File: config.mk
export PLATFORM = sky130hd
export DESIGN_NAME = crash_detector_multi
export DESIGN_NICKNAME = d
export VERILOG_FILES = /design/src/rtl/crash_detector_multi.sv
export SDC_FILE = /design/constraint.sdc
export NUM_CORES = 1
export LEC_CHECK = 0
export BUFFER_PORTS_ARGS = -buffer_cell sky130_fd_sc_hd__buf_2
export CORE_AREA = 2 2 99 101
export DETAILED_ROUTE_END_ITERATION = 6
export DIE_AREA = 0 0 101 103
export PLACE_DENSITY = 0.54
export SLEW_MARGIN = 20
export SYNTH_ARGS = -nofsm -noshare
export SYNTH_HDL_FRONTEND = slang
export SYNTH_SLANG_ARGS = --single-unit
File: constraint.sdc
create_clock -name clk -period 2.3 [get_ports clk]
set_clock_uncertainty 0.2 [all_clocks]
set_input_delay 0.115 -clock clk [delete_from_list [all_inputs] [get_ports clk]]
set_output_delay 0.115 -clock clk [all_outputs]
set_load 0.005 [all_outputs]
File: src/rtl/crash_detector_multi.sv
// -----------------------------------------------------------------------------
// crash_detector_multi
//
// Collision detector for the asteroid dodging game. One player lane mask is
// compared against NUM_OBJ object lane masks. All masks are active-low: a 0
// bit means that lane/segment is occupied. A collision produces a single
// crash strobe, costs one life and then opens an invulnerability (grace)
// window. After grace, the detector waits for the overlap to clear before it
// re-arms, so a lingering overlap never costs a second life.
//
// Ports
//   clk          in   1                  system clock, rising edge
//   rst          in   1                  synchronous reset, active-high
//   enable       in   1                  game running; gates detection and
//                                        the grace countdown
//   player_pos   in   WIDTH              player mask, active-low
//   object_pos   in   NUM_OBJ*WIDTH      object i at [i*WIDTH +: WIDTH]
//   display_out  out  WIDTH              AND of player and all object masks
//   crash_pulse  out  1                  one-cycle crash strobe
//   crash_obj    out  NUM_OBJ            objects involved in the last crash
//   lives_left   out  $clog2(LIVES+1)    remaining lives
//   grace_active out  1                  high while the grace window runs
//   game_over    out  1                  sticky once lives reach zero
//
// All outputs are driven straight from flops.
// -----------------------------------------------------------------------------
module crash_detector_multi #(
  parameter int               WIDTH        = 7,
  parameter int               NUM_OBJ      = 4,
  parameter logic [WIDTH-1:0] CHECK_MASK   = 7'b0111111,
  parameter int               LIVES        = 3,
  parameter int               GRACE_CYCLES = 25000000
) (
  input  logic                       clk,
  input  logic                       rst,
  input  logic                       enable,
  input  logic [WIDTH-1:0]           player_pos,
  input  logic [NUM_OBJ*WIDTH-1:0]   object_pos,
  output logic [WIDTH-1:0]           display_out,
  output logic                       crash_pulse,
  output logic [NUM_OBJ-1:0]         crash_obj,
  output logic [$clog2(LIVES+1)-1:0] lives_left,
  output logic                       grace_active,
  output logic                       game_over
);

  // ---------------------------------------------------------------------------
  // Derived widths and constants
  // ---------------------------------------------------------------------------
  localparam int LIVES_W = $clog2(LIVES + 1);
  // A zero-length grace still needs a one-bit counter to keep the code legal.
  localparam int CNT_W   = (GRACE_CYCLES > 0) ? $clog2(GRACE_CYCLES + 1) : 1;

  localparam logic [LIVES_W-1:0] LIVES_INIT = LIVES_W'(LIVES);
  localparam logic [LIVES_W-1:0] LIVES_ZERO = {LIVES_W{1'b0}};
  localparam logic [LIVES_W-1:0] LIVES_ONE  = LIVES_W'(1);

  localparam logic [CNT_W-1:0] CNT_ZERO   = {CNT_W{1'b0}};
  localparam logic [CNT_W-1:0] CNT_ONE    = CNT_W'(1);
  // The load value is one less than the window length because the cycle in
  // which the counter reads zero is itself the last grace cycle.
  localparam logic [CNT_W-1:0] GRACE_LOAD =
    CNT_W'((GRACE_CYCLES > 0) ? (GRACE_CYCLES - 1) : 0);

  localparam logic [WIDTH-1:0]   DISP_IDLE = {WIDTH{1'b1}};
  localparam logic [NUM_OBJ-1:0] OBJ_NONE  = {NUM_OBJ{1'b0}};

  // State encoding: five states need three bits.
  localparam logic [2:0] ST_NOCRASH = 3'd0;
  localparam logic [2:0] ST_CRASH   = 3'd1;
  localparam logic [2:0] ST_GRACE   = 3'd2;
  localparam logic [2:0] ST_WAIT    = 3'd3;
  localparam logic [2:0] ST_OVER    = 3'd4;

  // ---------------------------------------------------------------------------
  // Registers
  // ---------------------------------------------------------------------------
  logic [2:0]         state_q,        state_d;
  logic [CNT_W-1:0]   grace_cnt_q,    grace_cnt_d;
  logic [WIDTH-1:0]   display_q,      display_d;
  logic               crash_pulse_q,  crash_pulse_d;
  logic [NUM_OBJ-1:0] crash_obj_q,    crash_obj_d;
  logic [LIVES_W-1:0] lives_q,        lives_d;
  logic               grace_active_q, grace_active_d;
  logic               game_over_q,    game_over_d;

  // ---------------------------------------------------------------------------
  // Combinational helpers
  // ---------------------------------------------------------------------------
  logic [NUM_OBJ-1:0] overlap_s;
  logic               hit_s;
  logic [WIDTH-1:0]   display_and_s;
  logic [LIVES_W-1:0] lives_dec_s;

  // Per-object overlap: a lane occupied (0) in both masks and enabled in
  // CHECK_MASK is a collision. Also builds the merged display mask.
  always_comb begin
    overlap_s     = OBJ_NONE;
    display_and_s = player_pos;
    for (int i = 0; i < NUM_OBJ; i++) begin
      overlap_s[i]  = |(~player_pos & ~object_pos[i*WIDTH +: WIDTH] & CHECK_MASK);
      display_and_s = display_and_s & object_pos[i*WIDTH +: WIDTH];
    end
  end

  // Any-object collision flag.
  always_comb begin
    if (overlap_s != OBJ_NONE) begin
      hit_s = 1'b1;
    end else begin
      hit_s = 1'b0;
    end
  end

  // Saturating decrement so the lives counter can never wrap below zero.
  always_comb begin
    if (lives_q == LIVES_ZERO) begin
      lives_dec_s = LIVES_ZERO;
    end else begin
      lives_dec_s = lives_q - LIVES_ONE;
    end
  end

  // ---------------------------------------------------------------------------
  // Next-state and output logic
  // ---------------------------------------------------------------------------
  // Crash sequencing: detect, report one strobe, run grace, wait for the
  // overlap to clear, or park in OVER once all lives are gone.
  always_comb begin
    state_d        = state_q;
    grace_cnt_d    = grace_cnt_q;
    display_d      = display_and_s;
    crash_pulse_d  = 1'b0;
    crash_obj_d    = crash_obj_q;
    lives_d        = lives_q;
    grace_active_d = grace_active_q;
    game_over_d    = game_over_q;

    case (state_q)
      ST_NOCRASH: begin
        if (enable && hit_s) begin
          state_d     = ST_CRASH;
          crash_obj_d = overlap_s;
        end else begin
          state_d     = ST_NOCRASH;
        end
      end

      // Reported one cycle after detection; enable is not consulted here so
      // a detected crash is always accounted for.
      ST_CRASH: begin
        crash_pulse_d = 1'b1;
        lives_d       = lives_dec_s;
        if (lives_dec_s == LIVES_ZERO) begin
          state_d        = ST_OVER;
          game_over_d    = 1'b1;
          grace_active_d = 1'b0;
        end else if (GRACE_CYCLES > 0) begin
          state_d        = ST_GRACE;
          grace_cnt_d    = GRACE_LOAD;
          grace_active_d = 1'b1;
        end else begin
          state_d        = ST_WAIT;
        end
      end

      // Hits are ignored; the countdown only advances while the game runs.
      ST_GRACE: begin
        if (enable) begin
          if (grace_cnt_q == CNT_ZERO) begin
            state_d        = ST_WAIT;
            grace_active_d = 1'b0;
          end else begin
            grace_cnt_d    = grace_cnt_q - CNT_ONE;
          end
        end else begin
          grace_cnt_d = grace_cnt_q;
        end
      end

      // Re-arm only after a cycle with no overlap, regardless of enable.
      ST_WAIT: begin
        if (!hit_s) begin
          state_d = ST_NOCRASH;
        end else begin
          state_d = ST_WAIT;
        end
      end

      ST_OVER: begin
        state_d        = ST_OVER;
        game_over_d    = 1'b1;
        lives_d        = LIVES_ZERO;
        grace_active_d = 1'b0;
      end

      // Illegal codes recover to NOCRASH and leave the status outputs alone.
      default: begin
        state_d       = ST_NOCRASH;
        crash_pulse_d = crash_pulse_q;
      end
    endcase
  end

  // ---------------------------------------------------------------------------
  // State registers
  // ---------------------------------------------------------------------------
  // Synchronous reset has priority over every state, including GRACE and OVER.
  always_ff @(posedge clk) begin
    if (rst) begin
      state_q        <= ST_NOCRASH;
      grace_cnt_q    <= CNT_ZERO;
      display_q      <= DISP_IDLE;
      crash_pulse_q  <= 1'b0;
      crash_obj_q    <= OBJ_NONE;
      lives_q        <= LIVES_INIT;
      grace_active_q <= 1'b0;
      game_over_q    <= 1'b0;
    end else begin
      state_q        <= state_d;
      grace_cnt_q    <= grace_cnt_d;
      display_q      <= display_d;
      crash_pulse_q  <= crash_pulse_d;
      crash_obj_q    <= crash_obj_d;
      lives_q        <= lives_d;
      grace_active_q <= grace_active_d;
      game_over_q    <= game_over_d;
    end
  end

  // ---------------------------------------------------------------------------
  // Outputs
  // ---------------------------------------------------------------------------
  assign display_out  = display_q;
  assign crash_pulse  = crash_pulse_q;
  assign crash_obj    = crash_obj_q;
  assign lives_left   = lives_q;
  assign grace_active = grace_active_q;
  assign game_over    = game_over_q;

endmodule

======== After elaboration in Yosys (flattened, before gate mapping) ========
Cells that the tools add are included.
word-level totals
  flip-flop bits (word level) ............. 44
  input bits .............................. 38
  output and inout bits ................... 16
  word-level logic and storage cells ...... 72
cells by class
  add/subtract/negate cells ............... 2
  equality and inequality tests ........... 9
  muxes and demuxes ....................... 20
  bitwise logic cells ..................... 13
  reduce and logical (&&, ||, !) cells .... 20
operators by type and width
  kind                                                 number
  2-to-1 mux 25 bit                                    3
  case mux 25 bit (2 select lines)                     1
  NOT 6 bit                                            5
  bitwise AND 7 bit                                    4
  logical NOT 25 bit                                   1
  subtractor 25 x 1 -> 25 bit (second input constant)  1
  bitwise AND 6 bit                                    4
  OR reduction 6 bit                                   4
  case mux 3 bit (5 select lines)                      1
  inequality test 2 bit (second input constant)        5
  2-to-1 mux 3 bit                                     3
  == test 3 x 2 -> 1 bit (second input constant)       2
  2-to-1 mux 1 bit                                     6
  AND reduction 2 bit                                  3
  nonzero test 2 bit                                   3
  logical NOT 2 bit                                    2
  2-to-1 mux 2 bit                                     2
  case mux 1 bit (2 select lines)                      2
  case mux 2 bit (2 select lines)                      1
  AND reduction 4 bit                                  1
  nonzero test 4 bit                                   1
  OR reduction 4 bit                                   1
  == test 3 x 1 -> 1 bit (second input constant)       1
  == test 3 bit (second input constant)                1
  6 further kinds                                      6

======== Longest topological paths before layout ========
  word-level depth ........................ 8
  depth in mapped cells ................... 8
  depth with buffers taken out ............ 7

======== Worst setup path before layout ========
OpenSTA, ideal clock, no wires.
  kind .................................... reg2reg
  start ................................... reg grace_cnt_q[0]
  end ..................................... reg grace_cnt_q[15]
  setup time .............................. 0.123 ns
  data arrival time ....................... 2.036 ns
  data required time ...................... 1.977 ns
  slack ................................... -0.059 ns
  stages on the path, launching flop included .. 8
  clock period less this slack ............ 2.359 ns
  cells stage by stage .................... dfxtp_1 inv_1 ha_1 or3b_2 nor4_4 a311o_2 nor2_1 mux2_1
between the ends
  longest elaborated chain between the ends .. 4
RTL lines
  what                              RTL line  text
  from (decl)                       79        logic [CNT_W-1:0] grace_cnt_q, grace_cnt_d;
  from (signal assigned)            221       grace_cnt_q <= grace_cnt_d;
  subtractor 25 x 1 -> 25 bit       174       grace_cnt_d = grace_cnt_q - CNT_ONE;
  2-to-1 mux 25 bit                 170       if (grace_cnt_q == CNT_ZERO) begin
  2-to-1 mux 25 bit                 169       if (enable) begin
  case mux 25 bit (2 select lines)  139       case (state_q)
Several ways; a longest one is shown, not always the timed one. The select of a mux whose other input is x is not followed.
A chain may end at the register's enable or synchronous reset.

======== Final worst setup path ========
  start ................................... reg grace_cnt_q[15]
  end ..................................... reg grace_cnt_q[21]
Same word-level chain as after synthesis.

==> results.yml <==
placed_design:
  place_congestion: 0.790
  place.port_buffers: 53
  dpl.hpwl_mm: 4.79
drt:
  dr.pass1.iters: 4
  routed_via_density: 5.17
  drt_iter0_drc: 127
  detail_route.wirelength_mm: 6.85
  ant_nets: 0
  drc: 0
  wl_per_cell_um: 14.3
  vias: 2478
synthesis:
  yosysTopAreaCellShare_pct: 38.4
  synth_common_cells: "dfxtp_1, a21oi_1, nor2_1"
  yosys.area.top_type: "dfxtp_1"
  yosys_warnings: 0
  netlist_area_sq_um: 2290
  synth-seq-cells: 44
  synth_area_leaders: "dfxtp_1, a21oi_1, o22ai_1"
  avgSynthCellArea_sq_um: 8.76
  syn-num-nets: 302
  syn-instance-count: 262
  async_flop_share_pct: 0
  synth.distinct_cells: 54
  synth.most_common_cell: "dfxtp_1"
  synth_ff_type: "dfxtp_1"
  yosysSeqAreaShare_pct: 38.4
  synth_edf_count: 0
global_route:
  grt_pass1_vias: 2487
  gr-total-overflow: 0
  busiest_layer: "met2"
  grt_max_degree: 20
  grtUsageMet1_pct: 15.8
  grt_antenna_before_repair: 0
  use_met2_pct: 24.5
  grt_use_met3_pct: 2.37
  grt_first_pass_wirelength_mm: 11.2
  grt_usage_pct: 13.2
finish:
  register_area_sq_um: 890
  num_antenna_cells: 0
  drive_gt1_share_pct: 41.4
  fin_nets: 404
  fillers: 968
  area.growth.synth_to_final_pct: 44.9
  multi_input_area_sq_um: 1420
clock_tree:
  cts.sinks: 44
  cts_made_buffers: 5
  ctsHtreeMaxLevel: 2
  cts.clk_slew.worst_paths_ns: 0.10
  clock_path_buffers: 2
  cts-root-buf: "clkbuf_8"
  cts_tree: "built"
  insertion_delay_ns: 0.31
worst_setup_path:
  cp_top_family: "simple AND/OR/NAND/NOR gates"
  crit_buf_inv: 0
  startpoint_type: "flip-flop"
  slowest_stage: "or4_4"
  crit_type: "flip-flop to flip-flop"
  path_cells: "or2_1 > or3_4 > or4_4 > or4_1 > a31oi_1"
  rrSetupSlack_ns: 0.005
  crit_path_end_kind: "flip-flop"
  worst_ep_arrival_time_ns: 2.33
  critPathMaxFanout: 3
  required_ns: 2.33
  cpPeakStageDelay_ns: 0.53
power_and_ir_drop:
  power_frac_clock_pct: 24.7
  sw_frac_of_total_pct: 34.5
  ir_worst_vdd_mv: 0.263
  seqPwrFrac_pct: 35.8
  p_per_area_nw_per_um2: 775
  internal_power_mw: 1.69
  leakage_nw: 1.33
  p_comb_share_pct: 39.5
  power_mw: 2.58
  p_sw_uw: 888
timing:
  hold_viol_final: 0
  rsz0062_at_grt: "yes"
  worst_slew_pin_slew_ns: 0.440
  slew_headroom_pct: 70.7
  slew_viol_final: 0
  period_needed_ns: 2.30
  whs_ns: 0.0418
  fin_crit_sh_pct: 99.8
  fmax_ghz: 0.436
  setup_viol: 0
floorplanning:
  io_pins: 54
  fp.dieH_um: 103
  die_w_um: 101
  placementRows: 36
  die_area_sq_um: 10400
  initial_core_util_pct: 24.3
  core_sq_um: 9460
outcome:
  status: "finished clean"
job:
  drv_cap: 0
hold_path:
  min_path_type: "input port to flip-flop"
[sequential cells by signal, summed over array words and instances, names as in the netlist]
| name | cells |
|---|---|
| lives_left | 2 |
| display_out | 7 |
| game_over | 1 |
| grace_cnt_q | 25 |
| grace_active | 1 |
| state_q | 3 |
| crash_pulse | 1 |
| crash_obj | 4 |
[timing repair]
| action | 4_1_cts | 5_1_grt |
|---|---|---|
| setup endpoints to repair | 5 | 17 |
| endpoints found under the hold margin | 10 | 0 |
| hold buffers | 15 | 0 |
| setup buffers | 1 | 8 |
| pin swaps | 4 | 17 |
| resized for setup | 2 | 28 |
[power groups by stage]
stage | Clock, mW | Combinational (mW) | Sequential [mW]
2_1_floorplan | 0 | 0.521 | 0.933
3_3_place_gp | 0 | 0.855 | 0.931
3_5_place_dp | 0 | 0.862 | 0.932
4_1_cts | 0.644 | 0.896 | 0.917
5_1_grt | 0.678 | 1.11 | 0.935
6_report | 0.637 | 1.02 | 0.923
[kinds of logic (layout without fill, tap and decap cells)]
kind of cell | Yosys count | count (layout) | share of synthesized area, %
compound gates | 87 | 87 | 24.8
xor+xnor | 4 | 4 | 1.53
fa+ha+maj | 2 | 2 | 1.09
buf+inv | 19 | 122 | 3.49
flops | 44 | 44 | 38.4
mux | 2 | 2 | 0.981
simple gates | 104 | 104 | 29.7
[layer usage]
metal	vias up	share of wire, %
li1	1225	-
met1	1170	45
met2	78	49
met3	5	4.8
met4	0	0.63
met5	-	0
[layout make-up]
cell class	instances	area share, %
multi-input cells	199	42.7
flip-flops and latches	44	26.7
repair buffers	109	22.2
well taps	114	4.29
clock buffers	5	2.07
clock inverters	3	1.39
inverters	5	0.640
[metrics by stage]
stage,setup TNS [ns],setup WS (ns),cell area [sq um],utilization [%],std cells
floorplan,0,0.0392,2300,-,262
global placement,0,0.0285,2890,30.5,447
detailed placement,-0.0560,-0.0457,2890,30.5,447
CTS,0,0.00326,3170,33.5,471
global route,-0.197,-0.0518,3330,35.2,479
finish,0,0.00454,3330,35.2,479
[placed cells by master, fill, tap and decap left out, types with 6 or more instances in the layout]
master and n:
a211oi_1 6, a21oi_1 21, a31o_2 8, a31oi_1 7, and3_1 8, buf_2 53
buf_4 37, dfxtp_1 39, dlygate4sd3_1 15, nor2_1 13, nor3_1 12, o21ai_0 12
o22ai_1 12, or2_2 7, or3_1 9
[tightest hold or removal path, delay by kind of cell]
kind,cells,cell delay [ns]
compound gates,1,0.07
simple gates,2,0.20
buf+inv,1,0.13
[final timing paths]
kind / startpoint / end / cells past startpoint
min: enable / grace_active / 4
min reg2reg: game_over / game_over / 2
max: grace_cnt_q[15] / grace_cnt_q[21] / 5
max reg2reg: grace_cnt_q[15] / grace_cnt_q[21] / 5
(Power assumes the default switching activity.)
